`src/rtl/phy_pkg.sv`:
```
// rtl/phy_pkg.sv - shared 8b/10b PHY constants, state encoding and comma helper
package phy_pkg;

  localparam int SYMBOL_W = 10;

  localparam logic [SYMBOL_W-1:0] K28_5_RDN = 10'h17C;
  localparam logic [SYMBOL_W-1:0] K28_5_RDP = 10'h283;

  typedef enum logic [1:0] {
    HUNT   = 2'd0,
    VERIFY = 2'd1,
    LOCKED = 2'd2
  } align_state_t;

  function automatic logic is_k28_5(input logic [SYMBOL_W-1:0] sym);
    return (sym == K28_5_RDN) || (sym == K28_5_RDP);
  endfunction

endpackage

```
`src/rtl/serial_word_aligner_if.sv`:
```
// rtl/serial_word_aligner_if.sv - serial bit in, aligned symbol stream out
interface serial_word_aligner_if;
  import phy_pkg::*;

  logic                serial_in;
  logic [SYMBOL_W-1:0] symbol_out;
  logic                symbol_valid;
  logic                is_comma;
  logic                locked;

  // master is the aligner itself; slave is whoever feeds bits and takes symbols
  modport master (
    input  serial_in,
    output symbol_out,
    output symbol_valid,
    output is_comma,
    output locked
  );

  modport slave (
    output serial_in,
    input  symbol_out,
    input  symbol_valid,
    input  is_comma,
    input  locked
  );

endinterface

```
`src/rtl/comma_detect.sv`:
```
// rtl/comma_detect.sv - combinational K28.5 match in either running disparity
module comma_detect
  import phy_pkg::*;
(
  input  logic [SYMBOL_W-1:0] sym,
  output logic                match
);

  assign match = is_k28_5(sym);

endmodule

```
`src/rtl/serial_word_aligner.sv`:
```
// rtl/serial_word_aligner.sv - comma hunt, symbol boundary lock and aligned symbol output
module serial_word_aligner
  import phy_pkg::*;
#(
  parameter int LOCK_COMMAS   = 3,
  parameter int COMMA_TIMEOUT = 16
) (
  input  logic                 clk,
  input  logic                 rst,
  serial_word_aligner_if.master sw
);

  localparam int GW = $clog2(LOCK_COMMAS + 1);
  localparam int TW = $clog2(COMMA_TIMEOUT + 1);
  localparam logic [GW-1:0] GOOD_MAX = GW'(LOCK_COMMAS);
  localparam logic [TW-1:0] TO_MAX   = TW'(COMMA_TIMEOUT);

  logic [SYMBOL_W-1:0] sr;
  logic [SYMBOL_W-1:0] nsr;
  logic                comma;
  logic                boundary;

  align_state_t state, state_n;
  logic [3:0]    bit_cnt, bit_cnt_n;
  logic [GW-1:0] good_cnt, good_cnt_n, good_inc;
  logic [TW-1:0] to_cnt, to_cnt_n, to_inc;
  logic          emit;

  logic [SYMBOL_W-1:0] sym_q;
  logic                valid_q;
  logic                comma_q;

  // Detection looks at the register value after this edge's shift.
  assign nsr      = {sw.serial_in, sr[SYMBOL_W-1:1]};
  assign boundary = (bit_cnt == 4'd9);
  assign good_inc = (good_cnt == GOOD_MAX) ? good_cnt : good_cnt + 1'b1;
  assign to_inc   = to_cnt + 1'b1;

  comma_detect u_comma_detect (
    .sym   (nsr),
    .match (comma)
  );

  always_comb begin
    state_n    = state;
    bit_cnt_n  = bit_cnt;
    good_cnt_n = good_cnt;
    to_cnt_n   = to_cnt;
    emit       = 1'b0;

    case (state)
      HUNT: begin
        if (comma) begin
          emit       = 1'b1;
          bit_cnt_n  = 4'd0;
          good_cnt_n = GW'(1);
          to_cnt_n   = '0;
          state_n    = (LOCK_COMMAS == 1) ? LOCKED : VERIFY;
        end
      end

      VERIFY, LOCKED: begin
        if (boundary) begin
          emit      = 1'b1;
          bit_cnt_n = 4'd0;
          if (comma) begin
            to_cnt_n   = '0;
            good_cnt_n = good_inc;
            if (state == VERIFY && good_inc == GOOD_MAX) begin
              state_n = LOCKED;
            end
          end else begin
            to_cnt_n = to_inc;
            if (to_inc == TO_MAX) begin
              state_n = HUNT;
            end
          end
        end else if (comma) begin
          // Comma off the current boundary: trust the new one and re-verify.
          emit       = 1'b1;
          bit_cnt_n  = 4'd0;
          good_cnt_n = GW'(1);
          to_cnt_n   = '0;
          state_n    = VERIFY;
        end else begin
          bit_cnt_n = bit_cnt + 4'd1;
        end
      end

      default: begin
        state_n = HUNT;
      end
    endcase
  end

  always_ff @(posedge clk) begin
    if (rst) begin
      sr       <= '0;
      state    <= HUNT;
      bit_cnt  <= 4'd0;
      good_cnt <= '0;
      to_cnt   <= '0;
      sym_q    <= '0;
      valid_q  <= 1'b0;
      comma_q  <= 1'b0;
    end else begin
      sr       <= nsr;
      state    <= state_n;
      bit_cnt  <= bit_cnt_n;
      good_cnt <= good_cnt_n;
      to_cnt   <= to_cnt_n;
      valid_q  <= emit;
      comma_q  <= emit && comma;
      if (emit) begin
        sym_q <= nsr;
      end
    end
  end

  assign sw.symbol_out   = sym_q;
  assign sw.symbol_valid = valid_q;
  assign sw.is_comma     = comma_q;
  assign sw.locked       = (state == LOCKED);

endmodule
```
`src/flat_wrapper.sv`:
```
// flat-port wrapper written by rule: the top's interface ports become plain ports
module serial_word_aligner_flat import phy_pkg::*;
#(
  parameter int LOCK_COMMAS   = 3,
  parameter int COMMA_TIMEOUT = 16
)
  (clk, rst, sw_serial_in, sw_symbol_out, sw_symbol_valid, sw_is_comma, sw_locked);
  serial_word_aligner_if sw_i ();
  input  logic clk;
  input  logic rst;
  input wire logic [$bits(sw_i.serial_in)-1:0] sw_serial_in;
  output wire logic [$bits(sw_i.symbol_out)-1:0] sw_symbol_out;
  output wire logic [$bits(sw_i.symbol_valid)-1:0] sw_symbol_valid;
  output wire logic [$bits(sw_i.is_comma)-1:0] sw_is_comma;
  output wire logic [$bits(sw_i.locked)-1:0] sw_locked;
  assign sw_i.serial_in = sw_serial_in;
  assign sw_symbol_out = sw_i.symbol_out;
  assign sw_symbol_valid = sw_i.symbol_valid;
  assign sw_is_comma = sw_i.is_comma;
  assign sw_locked = sw_i.locked;
  serial_word_aligner #(.LOCK_COMMAS(LOCK_COMMAS), .COMMA_TIMEOUT(COMMA_TIMEOUT)) u_core (.clk(clk), .rst(rst), .sw(sw_i));
endmodule
```
`config.mk`:
```
export PLATFORM = sky130hd
export DESIGN_NAME = serial_word_aligner_flat
export DESIGN_NICKNAME = d
export VERILOG_FILES = /design/src/rtl/phy_pkg.sv /design/src/rtl/serial_word_aligner_if.sv /design/src/rtl/comma_detect.sv /design/src/rtl/serial_word_aligner.sv /design/src/flat_wrapper.sv
export SDC_FILE = /design/constraint.sdc
export NUM_CORES = 1
export LEC_CHECK = 0
export ABC_CLOCK_PERIOD_IN_PS = 1800
export CAP_MARGIN = 10
export CORE_MARGIN = 3
export CORE_UTILIZATION = 49
export DETAILED_ROUTE_END_ITERATION = 7
export PLACE_DENSITY = 0.74
export SLEW_MARGIN = 20
export SYNTH_ARGS = -nofsm -noshare
export SYNTH_HDL_FRONTEND = slang
export SYNTH_SLANG_ARGS = --single-unit
```
`constraint.sdc`:
```
create_clock -name clk -period 1.8 [get_ports clk]
set_input_delay 0.36 -clock clk [delete_from_list [all_inputs] [get_ports clk]]
set_output_delay 0.36 -clock clk [all_outputs]
set_load 0.05 [all_outputs]
```
Word-level counts from Yosys, hierarchy flattened

Cells that the tools add are included.
Widths: inputs -> output; s select.

Flip-flop bits (word level): 35
Bits in latches: 0
Bits in writable memories: 0
Bits in read-only memories: 0
Input bits: 3
Output and inout port bits: 13
Logic and storage cells: 54
Memories kept: 0

Add/sub/neg operators: 3
Multipliers: 0
Div/mod/pow operators: 0
$lt $le $gt $ge: 0
Equality and inequality tests: 12
Shift-type cells: 0
Multiplexer cells: 22
Bitwise operators: 0
Reduce and logical (&&, ||, !) cells: 9

Operator list:

| cell                 | count |
|---|---|
| $mux 2               | 9 |
| $mux 5               | 3 |
| $mux 4               | 3 |
| $eq 10x10->1 const B | 1 |
| $eq 10x9->1 const B  | 1 |
| $pmux 5 s2           | 1 |
| $pmux 2 s2           | 2 |
| $pmux 4 s2           | 1 |
| $eq 2x2->1 const B   | 3 |
| $reduce_and 2->1     | 3 |
| $add 5x1->5 const B  | 1 |
| $eq 5x5->1 const B   | 1 |
| $add 4x1->4 const B  | 1 |
| $eq 4x4->1 const B   | 1 |
| $ne 4x3->1 const B   | 1 |
| $ne 4x4->1 const B   | 1 |
| $ne 3x2->1 const B   | 1 |
| $add 2x1->2 const B  | 1 |
| $eq 2x1->1 const B   | 1 |
| $logic_and 1x1->1    | 2 |
| $logic_not 2->1      | 1 |
| $mux 1               | 2 |
| $ne 2x1->1 const B   | 1 |
| $pmux 1 s2           | 1 |
| 3 further kinds      | 3 |

Logic depth before layout (Yosys ltp)

Gate-level depths: netlist (run 1).

Depth after elaboration: 8
Mapped depth: 10
Mapped depth without buffers: 8

Modules after synthesis

From an unflattened synthesis (run 1), not the netlist that was laid out.

Cell total of the unflattened synthesis: 165
Area, all modules: 1584.0 µm²

By module, submodules not included:

| module              | times used | cells an instance | area each (µm²) | seq. area each (µm²) |
|---|---|---|---|---|
| serial_word_aligner | 1          | 158               | 1519.0          | 680.7 |
| comma_detect        | 1          | 7                 | 65.1            | 0.0 |

Worst setup path before layout (run 1)

No wires, ideal clock.

Path kind: register to register
Start point: reg u_core.state[0]
End point: reg u_core.sym_q[1] (netlist: u_core.sw.symbol_out[1])
Setup time: 0.128 ns
Arrival: 1.752 ns
Data required time: 1.672 ns
Setup slack: -0.079 ns
Cell stages (with the launch flop): 11
Path buffers: 2
Period minus slack after synthesis: 1.879 ns
Cells stage by stage: dfxtp_1 > inv_1 > ha_1 > inv_1 > or2_2 > clkbuf_1 > nor2_1 > a21oi_2 > buf_6 > mux2i_1 > nor2_1

Cells in the longest elaborated chain, start to end: 3
Elaborated cells on any way between the ends: 5
Those cells by class: eq/ne: 2; mux: 1; reduce/logical: 2

Ends and longest elaborated chain:

| element                                         | RTL line                   | RTL |
|---|---|---|
| start: declaration                              | serial_word_aligner.sv:23  | `align_state_t state, state_n;` |
| start signal: assignment                        | serial_word_aligner.sv:108 | `state <= state_n;` |
| $eq 2x2->1 / $eq 2x1->1 (equally long branches) | serial_word_aligner.sv:51  | `case (state)` |
| $reduce_or 2->1                                 | serial_word_aligner.sv:51  |  |
| $pmux 1 s2 (*)                                  | serial_word_aligner.sv:51  |  |
| end signal: assignment                          | serial_word_aligner.sv:115 | `sym_q <= nsr;` |
| end: declaration                                | serial_word_aligner.sv:29  | `logic [SYMBOL_W-1:0] sym_q;` |

Mark *: on every way between the ends. The rest lies on a longest branch, timed or not.
A chain may end at the register's enable or synchronous reset.

Worst setup path after layout (run 1)

Start point: reg u_core.state[1]
End point: reg u_core.state[1]

Cells in the longest elaborated chain, start to end: 4
Elaborated cells on any way between the ends: 11
Those cells by class: eq/ne: 4; mux: 3; reduce/logical: 4

Ends and longest elaborated chain:

| element                                                          | RTL line |
|---|---|
| $eq 2x2->1 / $eq 2x1->1 (equally long branches)                  | serial_word_aligner.sv:51, serial_word_aligner.sv:69 |
| $reduce_or 2->1 / $logic_and 1x1->1 (equally long branches)      | serial_word_aligner.sv:51, serial_word_aligner.sv:69 |
| $ne 4x4->1 (no source line) / $ne 4x3->1 (equally long branches) | - |
| $reduce_and 2->1 (no source line)                                | - |

Parallel ways exist; a longest one is shown, timed or not.

==> flow_metrics.py, run 1 <==
metrics = {
    "outcome": {
        "status": "finished clean",
    },
    "routing": {
        "ant_nets": 0,
        "drcViolationCount": 0,
        "drt_iter0_drc": 36,
        "firstDrtPassIters": 4,
        "routed_wl_mm": 3.20,
        "via_count": 1296,
        "post_drt_via_cell_ratio": 5.40,
        "post_drt_wl_per_cell_um": 13.3,
    },
    "place": {
        "io_buffers": 15,
        "place_area_sq_um": 1830,
        "gp_congestion": 0.867,
        "hpwl_mm": 2.20,
    },
    "clock_tree": {
        "clock_sink_count": 34,
        "clk_latency_ps": 330,
        "tritoncts": "yes",
        "cts-root-buf": "clkbuf_4",
        "cts_buffers": 5,
        "path_clk_slew_ps": 100,
        "h-tree-depth": 2,
        "clockBufferDepth": 2,
        "ctsHoldBuffers": 0,
    },
    "die": {
        "die_h_um": 60.8,
        "coreArea_sq_um": 2810,
        "ios": 16,
        "start_util_pct": 52.4,
        "num_rows": 19,
        "die_w_um": 60.8,
        "die_area_sq_um": 3690,
    },
    "final_layout": {
        "most-common-layout-cells": "buf_4 (43), dfxtp_1 (28), nor2_1 (26), nor2b_1 (9), mux2i_1 (9)",
        "fin_area_sq_um": 2050,
        "nFillCells": 205,
        "area_growth_pct": 39.5,
        "final_util_pct": 73.1,
        "layout_commonest_cell": "buf_4",
        "nets": 220,
        "drive_gt1_share_pct": 38.8,
        "n_antenna_cell": 0,
    },
    "sta": {
        "whs_ps": 479,
        "slew_headroom_pct": 76.8,
        "hold_viol_final": 0,
        "setup_viol_count_final": 0,
        "rsz0062_at_grt": "yes",
        "drv_slew": 0,
        "min_period_ps": 1760,
        "worst-slew-pin-transition_ps": 348,
        "fmax_mhz": 567,
        "clock_skew_ps": 8.04,
        "period_share_pct": 98.0,
    },
    "setup_path": {
        "required_ps": 2070,
        "startpoint_type": "flop",
        "startpoint": "u_core.state[1]",
        "path_cells": "inv_2, ha_4, inv_1, or2_4, buf_6, or4_4, a21oi_2",
        "timing.rr.end": "u_core.state[1]",
        "cp-end-kind": "flop",
        "path_class": "flop to flop",
        "crit_slowest_cell": "or4_4",
        "critPathArrivalTime_ps": 2030,
        "critPathTopFamily": "simple AND/OR/NAND/NOR gates",
        "slowest_delay_ps": 500,
        "cp_max_fo": 3,
        "r2r-start": "u_core.state[1]",
        "reg2reg_slack_ps": 40,
        "critPathBufInv": 3,
        "reg2reg_depth": 7,
    },
    "synthesis": {
        "synth_cells": 161,
        "netlist_area_sq_um": 1470,
        "seq_area_frac_synth_pct": 46.3,
        "ys_warn_count": 0,
        "syn_nets": 171,
        "synth_area_per_cell_sq_um": 9.13,
        "ys_seq_elements": 34,
        "synth.distinct_cells": 34,
    },
    "min_path": {
        "worstHoldStart": "sw_serial_in",
        "holdCritPathClass": "input port to flop",
        "min_to": "u_core.sr[9]",
        "worstHoldPathCells": 2,
    },
    "run": {
        "maxCapViolations": 0,
    },
    "grt": {
        "first_global_vias": 1180,
        "gr-total-overflow": 0,
        "grt.total_usage_pct": 19.8,
        "antenna_found_initial": 0,
        "grt_pass1_wl_mm": 5.30,
        "grt_max_degree": 16,
    },
    "power": {
        "power_mw": 1.20,
        "ir_worst_vdd_mv": 0.630,
        "p_per_area_nw_per_um2": 584,
        "power.leakage_nw": 0.900,
    },
}
-- sequential cells by signal (all words and copies together), names as in the netlist --
signal,count
u_core.sw.symbol_valid,1
u_core.bit_cnt,4
u_core.sr,9
u_core.sw.symbol_out,10
u_core.state,2
u_core.good_cnt,2
u_core.to_cnt,5
u_core.sw.is_comma,1
-- worst max-delay path by stage --
stage / slack (ps) / to / cells past startpoint
final: 40 / u_core.state[1] / 7
after global routing: -30 / u_core.state[1] / 7
after CTS: 10 / u_core.state[1] / 7
after detailed placement: -580 / u_core.sw.symbol_out[6] / 7
after global placement: -520 / u_core.sw.symbol_out[1] / 7
after floorplan: 0.3 / u_core.sw.symbol_out[1] / 10
-- stage by stage --
| stage | cells | setup slack (ps) | setup TNS, ps |
|---|---|---|---|
| finish | 240 | 36.3 | 0 |
| global route | 240 | -26.4 | -72.2 |
| CTS | 238 | 12.4 | 0 |
| detailed placement | 228 | -580 | -11370 |
| global placement | 228 | -520 | -10200 |
| floorplan | 161 | 0.350 | 0 |
-- cells in the mapped netlist --
master	instances	area [sq um]
nor4b_1	1	8.76
or4_1	1	7.51
a21oi_1	12	60.1
or2_2	2	12.5
nand2b_1	4	25.0
nand4b_1	1	8.76
and2_4	1	8.76
xnor2_1	1	8.76
nor2_1	29	109
and2_1	1	6.26
a31oi_1	2	12.5
a211oi_1	1	7.51
or3_1	1	6.26
a221oi_1	1	8.76
and4b_1	3	30.0
a21o_1	1	7.51
clkbuf_1	5	18.8
a21oi_2	1	8.76
buf_6	1	11.3
mux2_2	1	11.3
nor4_1	2	12.5
nand3b_1	3	22.5
ha_1	7	87.6
o21ai_0	6	30.0
a32oi_1	1	8.76
inv_1	5	18.8
nor2b_1	9	56.3
nor3_1	4	20.0
mux2i_1	10	100
nand4_1	2	12.5
nand3_1	2	10.0
nand2_1	4	15.0
xor2_1	2	17.5
dfxtp_1	34	681
-- per-layer routing --
metal	wire length, um	vias up	track usage (%)
li1	-	656	-
met2	1650	33	32.4
met4	56	0	9.29
met5	0	-	0
met1	1350	603	23.8
met3	146	4	5.74
-- power breakdown --
part	total (mW)	internal (mW)	switching, mW
combinational	0.0323	0.0153	0.0170
clock	0.407	0.176	0.231
sequential	0.758	0.755	0.00315
total	1.20	0.946	0.251
-- kinds of logic (layout without fill, tap and decap cells) --
| logic type | after synthesis | after routing | synth area share [%] |
|---|---|---|---|
| AOI/OAI and AO/OA | 25 | 25 | 9.79 |
| and+or+nand+nor | 70 | 70 | 25.3 |
| muxes | 11 | 11 | 7.57 |
| buffers and inverters | 11 | 59 | 3.32 |
| DFF | 34 | 34 | 46.3 |
| adders and majority gates | 7 | 7 | 5.96 |
| xor gates and xnor gates | 3 | 3 | 1.79 |
-- what timing repair did --
action | 4_1_cts | 5_1_grt
setup endpoints to repair | 22 | 11
resized for setup | 15 | 17
pin swaps | 6 | 7
buffers inserted | 5 | 2
-- area by class of cell --
| class | instances | area, sq um | share of cell area (%) |
|---|---|---|---|
| inverters | 5 | 18.8 | 0.915 |
| flip-flops and latches | 34 | 688 | 33.6 |
| clock buffers | 6 | 51.3 | 2.50 |
| well taps | 31 | 38.8 | 1.89 |
| multi-input cells | 116 | 861 | 42.0 |
| repair buffers | 48 | 393 | 19.2 |
Note: power is estimated with default switching activity, not from simulation.
==> inputs of run 2 (changes only) <==
Settings changed: CAP_MARGIN 10 to 15.
==> results of run 2 <==
The final DEF is identical to that of run 1; final timing and power are the same.
==> inputs of run 3 (changes only) <==
Settings changed: CTS_CLUSTER_SIZE set to 8.
==> results of run 3 <==
The final DEF is identical to that of run 1; final timing and power are the same.
